## config.mk

```make
export PLATFORM = sky130hd
export DESIGN_NAME = dvfs_clock_ctrl
export DESIGN_NICKNAME = d
export VERILOG_FILES = /design/src/rtl/dvfs_pkg.sv /design/src/rtl/dvfs_divider.sv /design/src/rtl/dvfs_clock_ctrl.sv
export SDC_FILE = /design/constraint.sdc
export NUM_CORES = 1
export LEC_CHECK = 0
export CAP_MARGIN = 40
export CORE_MARGIN = 2
export CORE_UTILIZATION = 51
export CTS_BUF_LIST = sky130_fd_sc_hd__clkbuf_4
export CTS_CLUSTER_DIAMETER = 120
export DETAILED_ROUTE_END_ITERATION = 10
export PLACE_DENSITY = 0.82
export SYNTH_ARGS = -nofsm -noshare
export SYNTH_HDL_FRONTEND = slang
export SYNTH_HIERARCHICAL = 1
export SYNTH_SLANG_ARGS = --single-unit
```

## constraint.sdc

```tcl
create_clock -name clk_in -period 2.1 [get_ports clk_in]
set_input_delay 0.42 -clock clk_in [delete_from_list [all_inputs] [get_ports clk_in]]
set_output_delay 0.42 -clock clk_in [all_outputs]
set_load 0.02 [all_outputs]
```

## src/rtl/dvfs_pkg.sv

```systemverilog
// Shared types and constants for the DVFS clock controller: level type, FSM states,
// default opcode-to-level map and the opcodes the map singles out.
package dvfs_pkg;

   localparam int LVL_W_DEF = 2;

   typedef logic [LVL_W_DEF-1:0] level_t;

   typedef enum logic {
      RUN  = 1'b0,
      PEND = 1'b1
   } state_t;

   // Two bits per opcode: ADD->0, SUB->1, MUL->3, everything else->2
   localparam logic [15:0] DEFAULT_LEVEL_MAP = 16'hABA4;

   localparam logic [2:0] OP_ADD = 3'd0;
   localparam logic [2:0] OP_SUB = 3'd1;
   localparam logic [2:0] OP_MUL = 3'd4;

endpackage

```

## src/rtl/dvfs_divider.sv

```systemverilog
// Half-period counter producing the registered divided clock, its rising-edge strobe
// and the terminal-count flag the controller uses to time level switches.
module dvfs_divider #(
   parameter int LVL_W = 2,
   parameter int CNT_W = 3
) (
   input  logic             clk_in,
   input  logic             reset,
   input  logic [LVL_W-1:0] level,
   output logic             clk_out,
   output logic             clk_en,
   output logic             terminal
);

   logic [CNT_W-1:0] half_cnt;
   logic [CNT_W-1:0] half_max;

   always_comb begin
      half_max = CNT_W'((32'd1 << level) - 32'd1);
      terminal = (half_cnt == half_max);
   end

   // A level change only lands on a terminal count, so the counter is already
   // returning to zero and the next phase starts cleanly at the new length.
   always_ff @(posedge clk_in) begin
      if (reset) begin
         half_cnt <= '0;
         clk_out  <= 1'b0;
         clk_en   <= 1'b0;
      end else if (terminal) begin
         half_cnt <= '0;
         clk_out  <= ~clk_out;
         clk_en   <= ~clk_out;
      end else begin
         half_cnt <= half_cnt + CNT_W'(1);
         clk_en   <= 1'b0;
      end
   end

endmodule

```

## src/rtl/dvfs_clock_ctrl.sv

```systemverilog
// DVFS clock generator: maps opcodes (or a forced level) to a target divider level and
// applies it glitch-free at a clk_out falling boundary once the dwell time has expired.
module dvfs_clock_ctrl
   import dvfs_pkg::*;
#(
   parameter int                                NUM_LEVELS  = 4,
   parameter int                                LVL_W       = 2,
   parameter int                                OPCODE_W    = 3,
   parameter logic [LVL_W*(2**OPCODE_W)-1:0]   LEVEL_MAP   = DEFAULT_LEVEL_MAP,
   parameter int                                MIN_DWELL   = 16,
   parameter int                                RESET_LEVEL = 0
) (
   input  logic                clk_in,
   input  logic                reset,
   input  logic [OPCODE_W-1:0] opcode,
   input  logic                op_valid,
   input  logic                force_en,
   input  logic [LVL_W-1:0]    force_level,
   output logic                clk_out,
   output logic                clk_en,
   output logic [LVL_W-1:0]    cur_level,
   output logic                switch_pending,
   output logic                switch_done
);

   localparam int CNT_W   = (NUM_LEVELS > 1) ? NUM_LEVELS - 1 : 1;
   localparam int DWELL_W = $clog2(MIN_DWELL + 1);

   state_t             state;
   state_t             state_next;
   logic [LVL_W-1:0]   tgt;
   logic [LVL_W-1:0]   tgt_next;
   logic [LVL_W-1:0]   map_lvl;
   logic [DWELL_W-1:0] dwell;
   logic               terminal;
   logic               do_switch;

   function automatic logic [LVL_W-1:0] clampLevel(input logic [LVL_W-1:0] lvl);
      if (32'(lvl) >= 32'(NUM_LEVELS)) begin
         return LVL_W'(NUM_LEVELS - 1);
      end
      return lvl;
   endfunction

   dvfs_divider #(
      .LVL_W (LVL_W),
      .CNT_W (CNT_W)
   ) u_divider (
      .clk_in   (clk_in),
      .reset    (reset),
      .level    (cur_level),
      .clk_out  (clk_out),
      .clk_en   (clk_en),
      .terminal (terminal)
   );

   always_comb begin
      map_lvl = '0;
      for (int i = 0; i < 2**OPCODE_W; i++) begin
         if (opcode == OPCODE_W'(i)) begin
            map_lvl = LEVEL_MAP[LVL_W*i +: LVL_W];
         end
      end
   end

   // Latest request wins; a forced level overrides whatever the decoder says.
   always_comb begin
      tgt_next = tgt;
      if (force_en) begin
         tgt_next = clampLevel(force_level);
      end else if (op_valid) begin
         tgt_next = clampLevel(map_lvl);
      end
   end

   always_comb begin
      state_next = state;
      do_switch  = 1'b0;
      case (state)
         RUN: begin
            if (tgt != cur_level) begin
               state_next = PEND;
            end
         end
         PEND: begin
            if (tgt == cur_level) begin
               state_next = RUN;
            end else if (clk_out && terminal && (dwell == '0)) begin
               do_switch  = 1'b1;
               state_next = RUN;
            end
         end
         default: state_next = RUN;
      endcase
   end

   assign switch_pending = (state == PEND);

   // cur_level takes the target held before this edge, so a request arriving in the
   // switch cycle is left in tgt and re-enters PEND afterwards.
   always_ff @(posedge clk_in) begin
      if (reset) begin
         state       <= RUN;
         tgt         <= LVL_W'(RESET_LEVEL);
         cur_level   <= LVL_W'(RESET_LEVEL);
         dwell       <= '0;
         switch_done <= 1'b0;
      end else begin
         state       <= state_next;
         tgt         <= tgt_next;
         switch_done <= do_switch;
         if (do_switch) begin
            cur_level <= tgt;
            dwell     <= DWELL_W'(MIN_DWELL);
         end else if (dwell != '0) begin
            dwell <= dwell - DWELL_W'(1);
         end
      end
   end

endmodule

```

After elaboration in Yosys (flattened, before gate mapping)
Cells that the tools add are included.
Widths: inputs -> output; s select.
{ "word_totals": {"reg_bits": 16} }
{ "classes": {"addsub": 3, "eq_ne": 10, "n_shift": 1, "n_mux": 18, "bitwise": 3, "reduce_logical": 9} }
{ "ops": {"columns": ["op", "n"], "rows": [
  ["$mux 2", 8],
  ["$eq 3x3->1 const B", 4],
  ["$mux 5", 2],
  ["$mux 1", 7],
  ["$eq 3x2->1 const B", 2],
  ["$reduce_or 2->1", 3],
  ["$logic_not 5->1", 1],
  ["$reduce_bool 5->1", 1],
  ["$sub 5x1->5 const B", 1],
  ["$reduce_bool 2->1", 2],
  ["$add 3x1->3 const B", 1],
  ["$eq 3x1->1 const B", 1],
  ["$eq 3x3->1", 1],
  ["$not 1->1", 3],
  ["$shl 1x2->3 const A", 1],
  ["$sub 3x1->3 const B", 1],
  ["$eq 2x2->1", 1],
  ["$logic_and 1x1->1", 2],
  ["$ne 2x2->1", 1],
  ["$pmux 1 s2", 1]
]} }

Logic depth before layout (Yosys ltp)
Gate-level depths: netlist of the first run.
{ "depth": {"depth_word": 10, "ltp_mapped": 6, "mapped_depth_nobuf": 6} }

Cells and area by module
The synthesis of the first run kept the hierarchy.
{ "by_module_without_submodules": {"columns": ["module", "instances", "cells_each", "area_each_um2", "seq_area_each_um2"], "rows": [
  ["dvfs_clock_ctrl", 1, 54, 515.5, 220.2],
  ["dvfs_divider", 1, 23, 237.7, 100.1]
]} }

Worst setup path before layout of the first run
No wires, ideal clock.
{ "synth_path": {"path_type": "register -> register", "from": "register cur_level[0]", "to": "register cur_level[0]", "setup_time_ns": 0.072, "arrival_ns": 1.644, "required_ns": 2.028, "setup_slack_ns": 0.384, "stages_incl_launch_ff": 7, "path_buffers": 0, "synth_period_minus_slack_ns": 1.716, "cell_sequence": "dfxtp_1 > nor3b_1 > a21oi_1 > o21ai_2 > nand3_1 > nor3_4 > mux2i_1"} }
{ "synth_via": {"elab_chain_cells": 8} }
{ "synth_rtl": {"columns": ["element", "line_no", "text"], "rows": [
  ["start: declaration", "dvfs_clock_ctrl.sv:21", "output logic [LVL_W-1:0] cur_level,"],
  ["start signal: assignment", "dvfs_clock_ctrl.sv:105", "cur_level <= LVL_W'(RESET_LEVEL);"],
  ["start signal: assignment", "dvfs_clock_ctrl.sv:113", "cur_level <= tgt;"],
  ["$shl 1x2->3", "dvfs_divider.sv:19", "half_max = CNT_W'((32'd1 << level) - 32'd1);"],
  ["$sub 3x1->3", "dvfs_divider.sv:19", null],
  ["$eq 3x3->1", "dvfs_divider.sv:20", "terminal = (half_cnt == half_max);"],
  ["named net terminal", "dvfs_clock_ctrl.sv:35", "logic terminal;"],
  ["$logic_and 1x1->1 (2 in series)", "dvfs_clock_ctrl.sv:88", "end else if (clk_out && terminal && (dwell == '0)) begin"],
  ["$mux 1", "dvfs_clock_ctrl.sv:88", null],
  ["$mux 1", "dvfs_clock_ctrl.sv:86", "if (tgt == cur_level) begin"],
  ["$mux 1", "dvfs_clock_ctrl.sv:79", "case (state)"]
]} }
The timed path passes the listed nets, and every way through them passes these cells.
A chain may end at the register's enable or synchronous reset.

Final worst setup path of the first run
Ends and elaborated chain as after synthesis.

==> results of run 1 <==
where the power goes:
| part | internal, W | switching (W) |
|---|---|---|
| sequential | 0.000347 | 0.0000391 |
| combinational | 0.000151 | 0.000124 |
| clock | 0.0000689 | 0.0000917 |
| total | 0.000566 | 0.000255 |
stage by stage:
step                      hold WS, ns  cell area [um2]  utilization
after floorplan                 0.459              753            -
after global placement          0.477              920        0.689
after detailed placement        0.490              920        0.689
after CTS                       0.505              946        0.709
after global routing            0.535              946        0.709
final                           0.500              946        0.709
final cells by class:
class	count	share of cell area
clock inverter	1	0.00397
multi-input combinational	58	0.446
inverter	3	0.0119
sequential	16	0.339
tap	15	0.0198
timing repair buffer	15	0.156
clock buffer	3	0.0238
kinds of logic (layout without fill, tap and decap cells):
kind of cell	count (synthesis)	count (layout)	synth area share
simple gates	36	36	0.304
flops	16	16	0.425
fa+ha+maj	2	2	0.0332
mux	3	3	0.0465
xor+xnor	5	5	0.0581
buf+inv	3	22	0.0149
compound gates	12	12	0.118
metal layers:
| layer | global-route usage | routed length [um] | vias to the layer above |
|---|---|---|---|
| met4 | 0.0938 | 17 | 0 |
| met2 | 0.311 | 707 | 17 |
| met1 | 0.187 | 568 | 275 |
| met3 | 0.0388 | 60 | 2 |
| met5 | 0 | 0 | - |
| li1 | - | - | 314 |
how the worst max path moves through the flow:
stage	start	slack (ns)	end
finish	cur_level[0]	0.28	cur_level[0]
detailed placement	cur_level[0]	0.32	cur_level[1]
CTS	cur_level[1]	0.28	cur_level[1]
global route	cur_level[0]	0.07	cur_level[0]
floorplan	cur_level[0]	0.38	cur_level[0]
global placement	cur_level[0]	0.41	cur_level[0]
state kept, by name, indices dropped and copies added (netlist names):
name / cells
u_divider/half_cnt: 3
dwell: 5
u_divider/clk_en: 1
switch_pending: 1
switch_done: 1
u_divider/clk_out: 1
tgt: 2
cur_level: 2
cells in the final DEF, fill, tap and decap left out, drive strengths merged, types with 2 or more instances in the layout:
cell type,Yosys,routed
clkdlybuf4s50,0,14
and2,2,2
nor3,6,6
dfxtp,16,16
nor3b,3,3
clkbuf,0,3
inv,3,3
mux2i,2,2
nand3,3,3
ha,2,2
nor2b,3,3
nand2b,2,2
nor2,4,4
xnor2,5,5
or2b,2,2
o21ai,2,2
a21oi,5,5
nand2,5,5
worst reg2reg max path, stage by stage (launching register included):
cell	delay, ns
dfxtp_1	0.44
nor3b_1	0.22
a21oi_1	0.08
o21ai_2	0.30
nand3_1	0.20
nor3_4	0.30
mux2i_1	0.22
==> impl_metrics.ini, run 1 <==
[sta]
relSlewSlack = 0.690
setup_slack_ns = 0.277
fin_crit_ns = 1.82
slew_viol_final = 0
fmax_ghz = 0.549
setup_viol = 0
timing.clock.skew_ns = 0.00639
rsz0062_at_grt = no
fin_setup_tns_ns = 0
fin_crit_sh = 0.868
worstMarginPinSlew_ns = 0.464
hold_violations = 0

[synth]
synth_edf_count = 0
synth.top_cells.by_count = dfxtp_1 (16), a21oi_1 (5), nand2_1 (5), nor3_1 (5), xnor2_1 (5)
synth_ff_type = dfxtp_1
synthCells = 77
synthMostInstantiatedCell = dfxtp_1
yosysTopAreaCell = dfxtp_1
async_reset_ff_frac = 0
synth_top_area_share = 0.425
synth.area.top_cells = dfxtp_1 (43%), xnor2_1 (5.8%), a21oi_1 (3.3%), ha_1 (3.3%), nor3_1 (3.3%)
ys_seq_area_frac = 0.425
synth_fp_nets = 88
synth_seq_cells = 16
ys_types = 31
yosysWarnings = 6
syn_area_per_cell_um2 = 9.78
syn_area_um2 = 753

[finish]
multi_input_area_um2 = 422
nNetsFinal = 108
drive_gt1_frac = 0.115
n_antenna_cell = 0
area_growth_pct = 25.6
regArea_um2 = 320
stdcell_count = 111
fillers = 109

[worst_setup_path]
critPathLaunchType = register
critical_path.top_delay_family = simple AND/OR/NAND/NOR gates
cp_max_fo = 7
crit_path_top_delay_cell = dfxtp_1
cp.arrival_ns = 2.04
worstPathCellList = nor3b_1, a21oi_1, o21ai_2, nand3_1, nor3_4, mux2i_1
r2r_slack_ns = 0.28
required_ns = 2.31
worstReg2RegStart = cur_level[0]
critPathKind = reg2reg
crit_buf_inv = 0
reg2regPathDepth = 6
crit_path_end_kind = register
path_depth = 6
r2r_end = cur_level[0]
critPathMaxStageDelay_ns = 0.44

[global_route]
grt_max_degree = 10
grt_pass1_vias = 557
grt_first_pass_wirelength_mm = 2.33
antenna_found_initial = 0
globalRouteOverflowTotal = 0
grtUsageTotal = 0.174

[detailed_routing]
vias = 608
final_antenna_net_count = 0
dr.pass1.iters = 4
totalWireLength_mm = 1.35
wl_per_cell_um = 12.2
drtIter0Drc = 11
vias_per_cell = 5.48
drc = 0

[outcome]
status = completed

[placed_design]
place.gp.congestion = 0.698
dp.cells = 107
pre_cts_ws_ns = 0.323
dpl.hpwl_mm = 1.08
io_buffer_count = 14

[clock_tree]
cts_setup_buffers = 0
postCtsHoldBufs = 0
cts_buffers = 3
clockBufferDepth = 2
cts-root-buf = clkbuf_4
clkSinkCount = 16
clk_latency_ns = 0.28
htreeDepth = 1
post_cts_resized = 0
clk_pin_slew_ns = 0.09
cts_tree = done

[floorplan]
dieWidth_um = 42.4
die_y_um = 42.4
die_area_um2 = 1800
std_cell_rows = 13
initial_core_util = 0.565
core_area_um2 = 1330
ios = 15

[hold_path]
whs_path_depth = 2
whs_endpoint = dwell[0]
hp-start = dwell[0]
hp-class = reg2reg

[power_and_ir_drop]
power_leakage_nw = 0.352
powerDensity_nw_per_um2 = 868
ir_drop_mv = 0.503
power_w = 0.000821

[job]
maxCapViolations = 0
No activity file was read; power rests on OpenSTA's default activity.
==> run 2, diff against run 1 <==
--- a/config.mk
+++ b/config.mk
@@ -12,6 +12,7 @@
 export CTS_CLUSTER_DIAMETER = 120
 export DETAILED_ROUTE_END_ITERATION = 10
 export PLACE_DENSITY = 0.82
+export REMOVE_ABC_BUFFERS = 1
 export SYNTH_ARGS = -nofsm -noshare
 export SYNTH_HDL_FRONTEND = slang
 export SYNTH_HIERARCHICAL = 1
==> results of run 2 <==
The final DEF is identical to that of run 1; final timing and power are the same.
==> run 3, diff against run 2 <==
--- a/config.mk
+++ b/config.mk
@@ -11,9 +11,11 @@
 export CTS_BUF_LIST = sky130_fd_sc_hd__clkbuf_4
 export CTS_CLUSTER_DIAMETER = 120
 export DETAILED_ROUTE_END_ITERATION = 10
+export HOLD_SLACK_MARGIN = 0.02
 export PLACE_DENSITY = 0.82
 export REMOVE_ABC_BUFFERS = 1
 export SYNTH_ARGS = -nofsm -noshare
 export SYNTH_HDL_FRONTEND = slang
 export SYNTH_HIERARCHICAL = 1
 export SYNTH_SLANG_ARGS = --single-unit
+export TNS_END_PERCENT = 5
==> results of run 3 <==
The final DEF is identical to that of run 1; final timing and power are the same.
